`src/rtl/ram_port_copy_engine.sv`:
```
// ram_port_copy_engine
// Byte-by-byte block copier that drives one port of a partitioned dual-port RAM.
// Every request is range-checked against this port's partition before any memory
// access. Completion and errors are reported through done/error/err_code.
module ram_port_copy_engine #(
    parameter int ADDR_W      = 11,
    parameter int DATA_W      = 8,
    parameter int PART_BASE   = 0,
    parameter int PART_SIZE   = 1024,
    parameter int RD_LAT      = 1,
    parameter int ACK_TIMEOUT = 4
) (
    input  logic              clk,
    input  logic              reset,
    input  logic              start,
    input  logic [ADDR_W-1:0] src_addr,
    input  logic [ADDR_W-1:0] dst_addr,
    input  logic [ADDR_W-1:0] length,
    output logic              busy,
    output logic              done,
    output logic              error,
    output logic [1:0]        err_code,
    output logic [ADDR_W-1:0] bytes_done,
    output logic              mem_wr_en,
    output logic              mem_rd_en,
    output logic [ADDR_W-1:0] mem_addr,
    output logic [DATA_W-1:0] mem_data_out,
    input  logic              mem_wr_ack,
    input  logic [DATA_W-1:0] mem_rd_data
);

    typedef enum logic [2:0] {
        S_IDLE,
        S_CHECK,
        S_RD_REQ,
        S_RD_WAIT,
        S_WR_REQ,
        S_WR_WAIT,
        S_DONE,
        S_ERR
    } state_t;

    localparam int TW = $clog2(ACK_TIMEOUT + 1);
    localparam logic [1:0]        RD_LAST  = 2'(RD_LAT - 1);
    localparam logic [TW-1:0]     ACK_LAST = TW'(ACK_TIMEOUT - 1);
    localparam logic [ADDR_W+1:0] BASE_X   = (ADDR_W+2)'(PART_BASE);
    localparam logic [ADDR_W+1:0] SIZE_X   = (ADDR_W+2)'(PART_SIZE);

    state_t            state;
    logic [ADDR_W-1:0] src_r;
    logic [ADDR_W-1:0] dst_r;
    logic [ADDR_W-1:0] len_r;
    logic [ADDR_W-1:0] idx;
    logic [1:0]        rd_cnt;
    logic [TW-1:0]     ack_cnt;

    logic [ADDR_W+1:0] src_off;
    logic [ADDR_W+1:0] dst_off;
    logic              range_bad;

    // Partition check: an address below the base wraps the offset so its MSB is set;
    // otherwise the offset plus length must not run past the end of the partition.
    always_comb begin
        src_off   = {2'b00, src_r} - BASE_X;
        dst_off   = {2'b00, dst_r} - BASE_X;
        range_bad = src_off[ADDR_W+1] | dst_off[ADDR_W+1]
                  | ((src_off + {2'b00, len_r}) > SIZE_X)
                  | ((dst_off + {2'b00, len_r}) > SIZE_X);
    end

    // Copy FSM; all outputs are registered here, mem_data_out doubles as the read holding register.
    always_ff @(posedge clk) begin
        if (reset) begin
            state        <= S_IDLE;
            src_r        <= '0;
            dst_r        <= '0;
            len_r        <= '0;
            idx          <= '0;
            rd_cnt       <= '0;
            ack_cnt      <= '0;
            busy         <= 1'b0;
            done         <= 1'b0;
            error        <= 1'b0;
            err_code     <= 2'b00;
            bytes_done   <= '0;
            mem_wr_en    <= 1'b0;
            mem_rd_en    <= 1'b0;
            mem_addr     <= '0;
            mem_data_out <= '0;
        end else begin
            mem_rd_en <= 1'b0;
            mem_wr_en <= 1'b0;
            done      <= 1'b0;
            case (state)
                S_IDLE: begin
                    if (start) begin
                        src_r      <= src_addr;
                        dst_r      <= dst_addr;
                        len_r      <= length;
                        error      <= 1'b0;
                        err_code   <= 2'b00;
                        bytes_done <= '0;
                        busy       <= 1'b1;
                        state      <= S_CHECK;
                    end
                end
                S_CHECK: begin
                    idx <= '0;
                    if (range_bad) begin
                        done     <= 1'b1;
                        error    <= 1'b1;
                        err_code <= 2'b01;
                        state    <= S_ERR;
                    end else if (len_r == '0) begin
                        done  <= 1'b1;
                        state <= S_DONE;
                    end else begin
                        mem_rd_en <= 1'b1;
                        mem_addr  <= src_r;
                        state     <= S_RD_REQ;
                    end
                end
                S_RD_REQ: begin
                    rd_cnt <= '0;
                    state  <= S_RD_WAIT;
                end
                S_RD_WAIT: begin
                    if (rd_cnt == RD_LAST) begin
                        mem_data_out <= mem_rd_data;
                        mem_wr_en    <= 1'b1;
                        mem_addr     <= dst_r + idx;
                        ack_cnt      <= '0;
                        state        <= S_WR_REQ;
                    end else begin
                        rd_cnt <= rd_cnt + 2'd1;
                    end
                end
                S_WR_REQ: begin
                    state <= S_WR_WAIT;
                end
                S_WR_WAIT: begin
                    if (mem_wr_ack) begin
                        bytes_done <= bytes_done + 1'b1;
                        idx        <= idx + 1'b1;
                        if ((idx + 1'b1) == len_r) begin
                            done  <= 1'b1;
                            state <= S_DONE;
                        end else begin
                            mem_rd_en <= 1'b1;
                            mem_addr  <= src_r + idx + 1'b1;
                            state     <= S_RD_REQ;
                        end
                    end else if (ack_cnt == ACK_LAST) begin
                        done     <= 1'b1;
                        error    <= 1'b1;
                        err_code <= 2'b10;
                        state    <= S_ERR;
                    end else begin
                        ack_cnt <= ack_cnt + 1'b1;
                    end
                end
                S_DONE, S_ERR: begin
                    busy  <= 1'b0;
                    state <= S_IDLE;
                end
                default: begin
                    busy  <= 1'b0;
                    state <= S_IDLE;
                end
            endcase
        end
    end

endmodule
```
`config.mk`:
```
export PLATFORM = sky130hd
export DESIGN_NAME = ram_port_copy_engine
export DESIGN_NICKNAME = d
export VERILOG_FILES = /design/src/rtl/ram_port_copy_engine.sv
export SDC_FILE = /design/constraint.sdc
export NUM_CORES = 1
export LEC_CHECK = 0
export ABC_CLOCK_PERIOD_IN_PS = 3700
export CORE_AREA = 5 5 116 118
export DETAILED_ROUTE_END_ITERATION = 10
export DIE_AREA = 0 0 121 123
export GPL_TIMING_DRIVEN = 0
export PLACE_DENSITY_LB_ADDON = 0.1
export SYNTH_ARGS = -nofsm -noshare
export SYNTH_HDL_FRONTEND = slang
export SYNTH_SLANG_ARGS = --single-unit
```
`constraint.sdc`:
```
create_clock -name clk -period 3.7 [get_ports clk]
set_clock_uncertainty 0.05 [all_clocks]
set_input_delay 0.74 -clock clk [delete_from_list [all_inputs] [get_ports clk]]
set_output_delay 0.74 -clock clk [all_outputs]
set_load 0.02 [all_outputs]
```
==> metrics.txt <==
# TYPE chip_impl_metric gauge
chip_impl_info{name="critical_path.reg2reg.startpoint",value="len_r[1]$_SDFFE_PP0P_"} 1
chip_impl_info{name="most_frequent_cells_in_the_layout",value="134 x sky130_fd_sc_hd__nand2_1, 106 x sky130_fd_sc_hd__a21oi_1, 85 x sky130_fd_sc_hd__dfxtp_1"} 1
chip_impl_metric{name="detailedPlacementHpwl",unit="µm"} 13400
chip_impl_metric{name="clock_insertion_delay_worst_skew",unit="ns"} 0.35
chip_impl_metric{name="hold_viol",unit=""} 0
chip_impl_metric{name="rr_worst_depth",unit=""} 12
chip_impl_metric{name="fin_worst_hold_slack",unit="ns"} 0.405
chip_impl_metric{name="detail_route.first_pass.iterations",unit=""} 5
chip_impl_metric{name="layout-drive-gt1-share",unit=""} 0.0539
chip_impl_metric{name="filler_cells_inserted",unit=""} 1175
chip_impl_metric{name="detailed_route_drc_error_count",unit=""} 0
chip_impl_info{name="timing.critical_path.slowest_stage_cell",value="sky130_fd_sc_hd__fa_1"} 1
chip_impl_metric{name="layout.cells.non_filler",unit=""} 1044
chip_impl_metric{name="internal_power",unit="mW"} 2.40
chip_impl_metric{name="register_area",unit="µm²"} 1790
chip_impl_info{name="timing.setup.critical_path_class",value="register to register"} 1
chip_impl_metric{name="synth_area_per_cell",unit="µm²"} 7.70
chip_impl_metric{name="via_count_of_the_first_global_routing_pass",unit=""} 5798
chip_impl_metric{name="grt_max_degree",unit=""} 14
chip_impl_metric{name="gp_routability_congestion",unit=""} 0.917
chip_impl_info{name="crit_chain",value="inv_1 > fa_1 > inv_1 > a2111oi_2 > o311ai_1 > or4_1 > nor4_2 > a21boi_2 > o21ai_4 > and2_4 > buf_6 > a311oi_2"} 1
chip_impl_metric{name="floorplan.initialDensity",unit=""} 0.484
chip_impl_info{name="critPathLaunchType",value="register"} 1
chip_impl_metric{name="drt.antenna.violating_nets",unit=""} 0
chip_impl_info{name="layout.cells.most_common",value="sky130_fd_sc_hd__nand2_1"} 1
chip_impl_metric{name="syn_to_final_growth",unit="%"} 22.5
chip_impl_metric{name="power_frac_seq",unit=""} 0.313
chip_impl_metric{name="dpl.cell_count",unit=""} 1028
chip_impl_metric{name="fin_tns_setup",unit="ns"} 0
chip_impl_metric{name="clk_pin_slew_worst_setup_hold_paths",unit="ns"} 0.06
chip_impl_metric{name="post-route-period-util",unit=""} 0.977
chip_impl_metric{name="max_cap_viol_count",unit=""} 0
chip_impl_metric{name="grt_overflow_total",unit=""} 0
chip_impl_metric{name="share_clk_of_total_power",unit=""} 0.203
chip_impl_metric{name="ctsHoldBuffers",unit=""} 0
chip_impl_metric{name="power.combinational.fraction",unit=""} 0.484
chip_impl_info{name="cpMostUsedCell",value="sky130_fd_sc_hd__inv_1"} 1
chip_impl_metric{name="die_area",unit="µm²"} 14900
chip_impl_metric{name="slowest_delay",unit="ns"} 0.56
chip_impl_metric{name="critPathArrivalTime",unit="ns"} 3.77
chip_impl_metric{name="die_width",unit="µm"} 121
chip_impl_metric{name="synth_nets",unit=""} 872
chip_impl_info{name="timing.rr.end",value="mem_addr[5]$_SDFFE_PP0P_"} 1
chip_impl_info{name="cts_tree",value="built"} 1
chip_impl_metric{name="post-layout-total-power",unit="mW"} 4.16
chip_impl_info{name="worst_hold_path.endpoint",value="mem_data_out[5]$_SDFFE_PP0P_"} 1
chip_impl_metric{name="syn_inst",unit=""} 776
chip_impl_metric{name="net_switching_power",unit="mW"} 1.76
chip_impl_metric{name="cts.htree.levels",unit=""} 3
chip_impl_metric{name="cts.sinks",unit=""} 89
chip_impl_metric{name="synth_cell_types",unit=""} 67
chip_impl_metric{name="inserted_clock_buffers",unit=""} 9
chip_impl_info{name="worst_hold_startpoint",value="mem_data_out[5]$_SDFFE_PP0P_"} 1
chip_impl_metric{name="path_buf_inv",unit=""} 3
chip_impl_info{name="worst_setup_path_end_kind",value="register"} 1
chip_impl_metric{name="dieHeight",unit="µm"} 123
chip_impl_metric{name="row_count",unit=""} 41
chip_impl_metric{name="netSwitchingFraction",unit=""} 0.423
chip_impl_metric{name="slew-limit-headroom",unit=""} 0.495
chip_impl_metric{name="buffer_ports.inserted",unit=""} 80
chip_impl_info{name="synthFlopType",value="sky130_fd_sc_hd__dfxtp_1"} 1
chip_impl_metric{name="vdd_drop_max",unit="mV"} 0.253
chip_impl_info{name="timing.critical_path.max_delay_family",value="compound AO/OA/AOI/OAI gates"} 1
chip_impl_metric{name="synth-seq-area-share",unit=""} 0.298
chip_impl_metric{name="maxClockFrequency",unit="MHz"} 277
chip_impl_metric{name="number_of_antenna_violations_at_the_first_check_in_global_routing",unit=""} 0
chip_impl_metric{name="ff2ff_setup_slack",unit="ns"} 0.08
chip_impl_metric{name="routedWlPerCell",unit="µm"} 16.7
chip_impl_metric{name="grt_pass1_wl",unit="µm"} 27600
chip_impl_metric{name="synth_enable_flop_cells",unit=""} 0
chip_impl_metric{name="route.vias.total",unit=""} 6038
chip_impl_metric{name="powerDensity",unit="nW/µm²"} 567
chip_impl_metric{name="async_flop_share",unit=""} 0
chip_impl_metric{name="ys_warn_count",unit=""} 0
chip_impl_metric{name="syn_area",unit="µm²"} 5980
chip_impl_metric{name="finalMaxSlewViolations",unit=""} 0
chip_impl_info{name="timing.hold.worst.class",value="register to register"} 1
chip_impl_info{name="clockRootBuffer",value="sky130_fd_sc_hd__clkbuf_16"} 1
chip_impl_metric{name="crit_fanout",unit=""} 10
chip_impl_metric{name="setup_violations",unit=""} 0
chip_impl_metric{name="number_of_drc_markers_in_iteration_0",unit=""} 352
chip_impl_info{name="run_status",value="finished, final reports clean"} 1
chip_impl_metric{name="cellLeakagePower",unit="nW"} 2.75
chip_impl_metric{name="nNetsFinal",unit=""} 964
chip_impl_metric{name="multi_input_comb_area",unit="µm²"} 3970
chip_impl_metric{name="antenna_cells_inserted",unit=""} 0
chip_impl_metric{name="global_route_total_usage_across_every_layer",unit=""} 0.235
chip_impl_metric{name="design.core.area",unit="µm²"} 12400
chip_impl_metric{name="hold-path-cell-count",unit=""} 2
chip_impl_metric{name="final.min_clock_period",unit="ns"} 3.62
chip_impl_metric{name="max-clock-path-buffers",unit=""} 2
chip_impl_metric{name="final_routed_wirelength_across_all_metal_layers",unit="µm"} 17400
chip_impl_metric{name="detail_route.vias_per_cell",unit=""} 5.78
chip_impl_metric{name="timing_worst_slew_pin_value",unit="ns"} 0.757
chip_impl_metric{name="top_level_ports",unit=""} 82
chip_impl_metric{name="critical_path_required",unit="ns"} 3.85
chip_impl_metric{name="ys_seq_elements",unit=""} 89
==> through the flow <==
step	setup WS, ns	instance area (µm²)	util
after floorplan	0.366	5980	-
after global placement	-0.355	6990	0.566
after detailed placement	-0.533	6990	0.566
after CTS	0.00343	7290	0.590
after global routing	-0.0298	7320	0.592
final	0.0837	7320	0.592
==> state kept, by name, summed over array words and instances (netlist names), 8 cells and up <==
register / cells
bytes_done: 11
dst_r: 11
idx: 11
len_r: 11
mem_addr: 11
mem_data_out: 8
src_r: 11
==> worst max-delay path by stage <==
stage                                from                  endpoint  slack, ns  depth (start not counted)
floorplan           len_r[0]$_SDFFE_PP0P_  mem_addr[9]$_SDFFE_PP0P_       0.37                         13
global placement    len_r[0]$_SDFFE_PP0P_  mem_addr[9]$_SDFFE_PP0P_      -0.35                         13
detailed placement  len_r[1]$_SDFFE_PP0P_  mem_addr[9]$_SDFFE_PP0P_      -0.53                         12
CTS                 len_r[0]$_SDFFE_PP0P_  mem_addr[9]$_SDFFE_PP0P_      0.003                         13
global route        len_r[1]$_SDFFE_PP0P_  mem_addr[9]$_SDFFE_PP0P_      -0.03                         12
finish              len_r[1]$_SDFFE_PP0P_  mem_addr[5]$_SDFFE_PP0P_       0.08                         12
==> cells by family after synthesis <==
group                    Yosys count  synth area share
adder cells (fa/ha/maj)           51             0.112
flip-flops                        89             0.298
AO/OA/AOI/OAI                    237             0.256
XOR/XNOR                          44            0.0645
buffers and inverters             66            0.0440
AND/OR/NAND/NOR                  286             0.221
multiplexers                       3           0.00544
==> worst register-to-register path, cell delays in order (launching register included) <==
cell,delay (ns)
sky130_fd_sc_hd__dfxtp_2,0.45
sky130_fd_sc_hd__inv_1,0.15
sky130_fd_sc_hd__fa_1,0.56
sky130_fd_sc_hd__inv_1,0.06
sky130_fd_sc_hd__a2111oi_2,0.41
sky130_fd_sc_hd__o311ai_1,0.16
sky130_fd_sc_hd__or4_1,0.45
sky130_fd_sc_hd__nor4_2,0.32
sky130_fd_sc_hd__a21boi_2,0.17
sky130_fd_sc_hd__o21ai_4,0.25
sky130_fd_sc_hd__and2_4,0.19
sky130_fd_sc_hd__buf_6,0.16
sky130_fd_sc_hd__a311oi_2,0.10
==> cell type report <==
type	instances	area share
Buffer	38	0.0231
Clock buffer	12	0.0337
Clock inverter	3	0.00239
Inverter	28	0.0144
Multi-Input combinational cell	621	0.542
Sequential cell	89	0.244
Tap cell	172	0.0294
Timing Repair Buffer	81	0.110
==> power groups by stage <==
stage / registers, mW / clock network [mW] / logic [mW]
after floorplan: 1.31 / 0 / 1.29
after global placement: 1.31 / 0 / 1.83
after detailed placement: 1.32 / 0 / 1.88
after CTS: 1.30 / 0.858 / 1.95
after global routing: 1.31 / 0.895 / 2.21
final: 1.30 / 0.844 / 2.01
==> cell usage after synthesis, drive strengths merged, types with 18 or more instances <==
master	number	area, µm²
clkbuf	32	120
ha	47	588
nand2	134	503
xor2	18	158
inv	28	105
dfxtp	89	1780
a211oi	18	175
nor2	52	195
xnor2	26	228
o21ai	37	185
a21oi	106	531
==> metal layers <==
metal / share of wire / track usage
met5: 0 / 0
met4: 0.045 / 0.109
met3: 0.057 / 0.0398
met2: 0.49 / 0.425
met1: 0.40 / 0.271
==> timing repair <==
| action | CTS | global route |
|---|---|---|
| pin swaps | 1 | 3 |
| setup buffers | 1 | 0 |
| resized for setup | 10 | 10 |
| endpoints found under the setup margin | 17 | 17 |
Note: power is estimated with default switching activity, not from simulation.
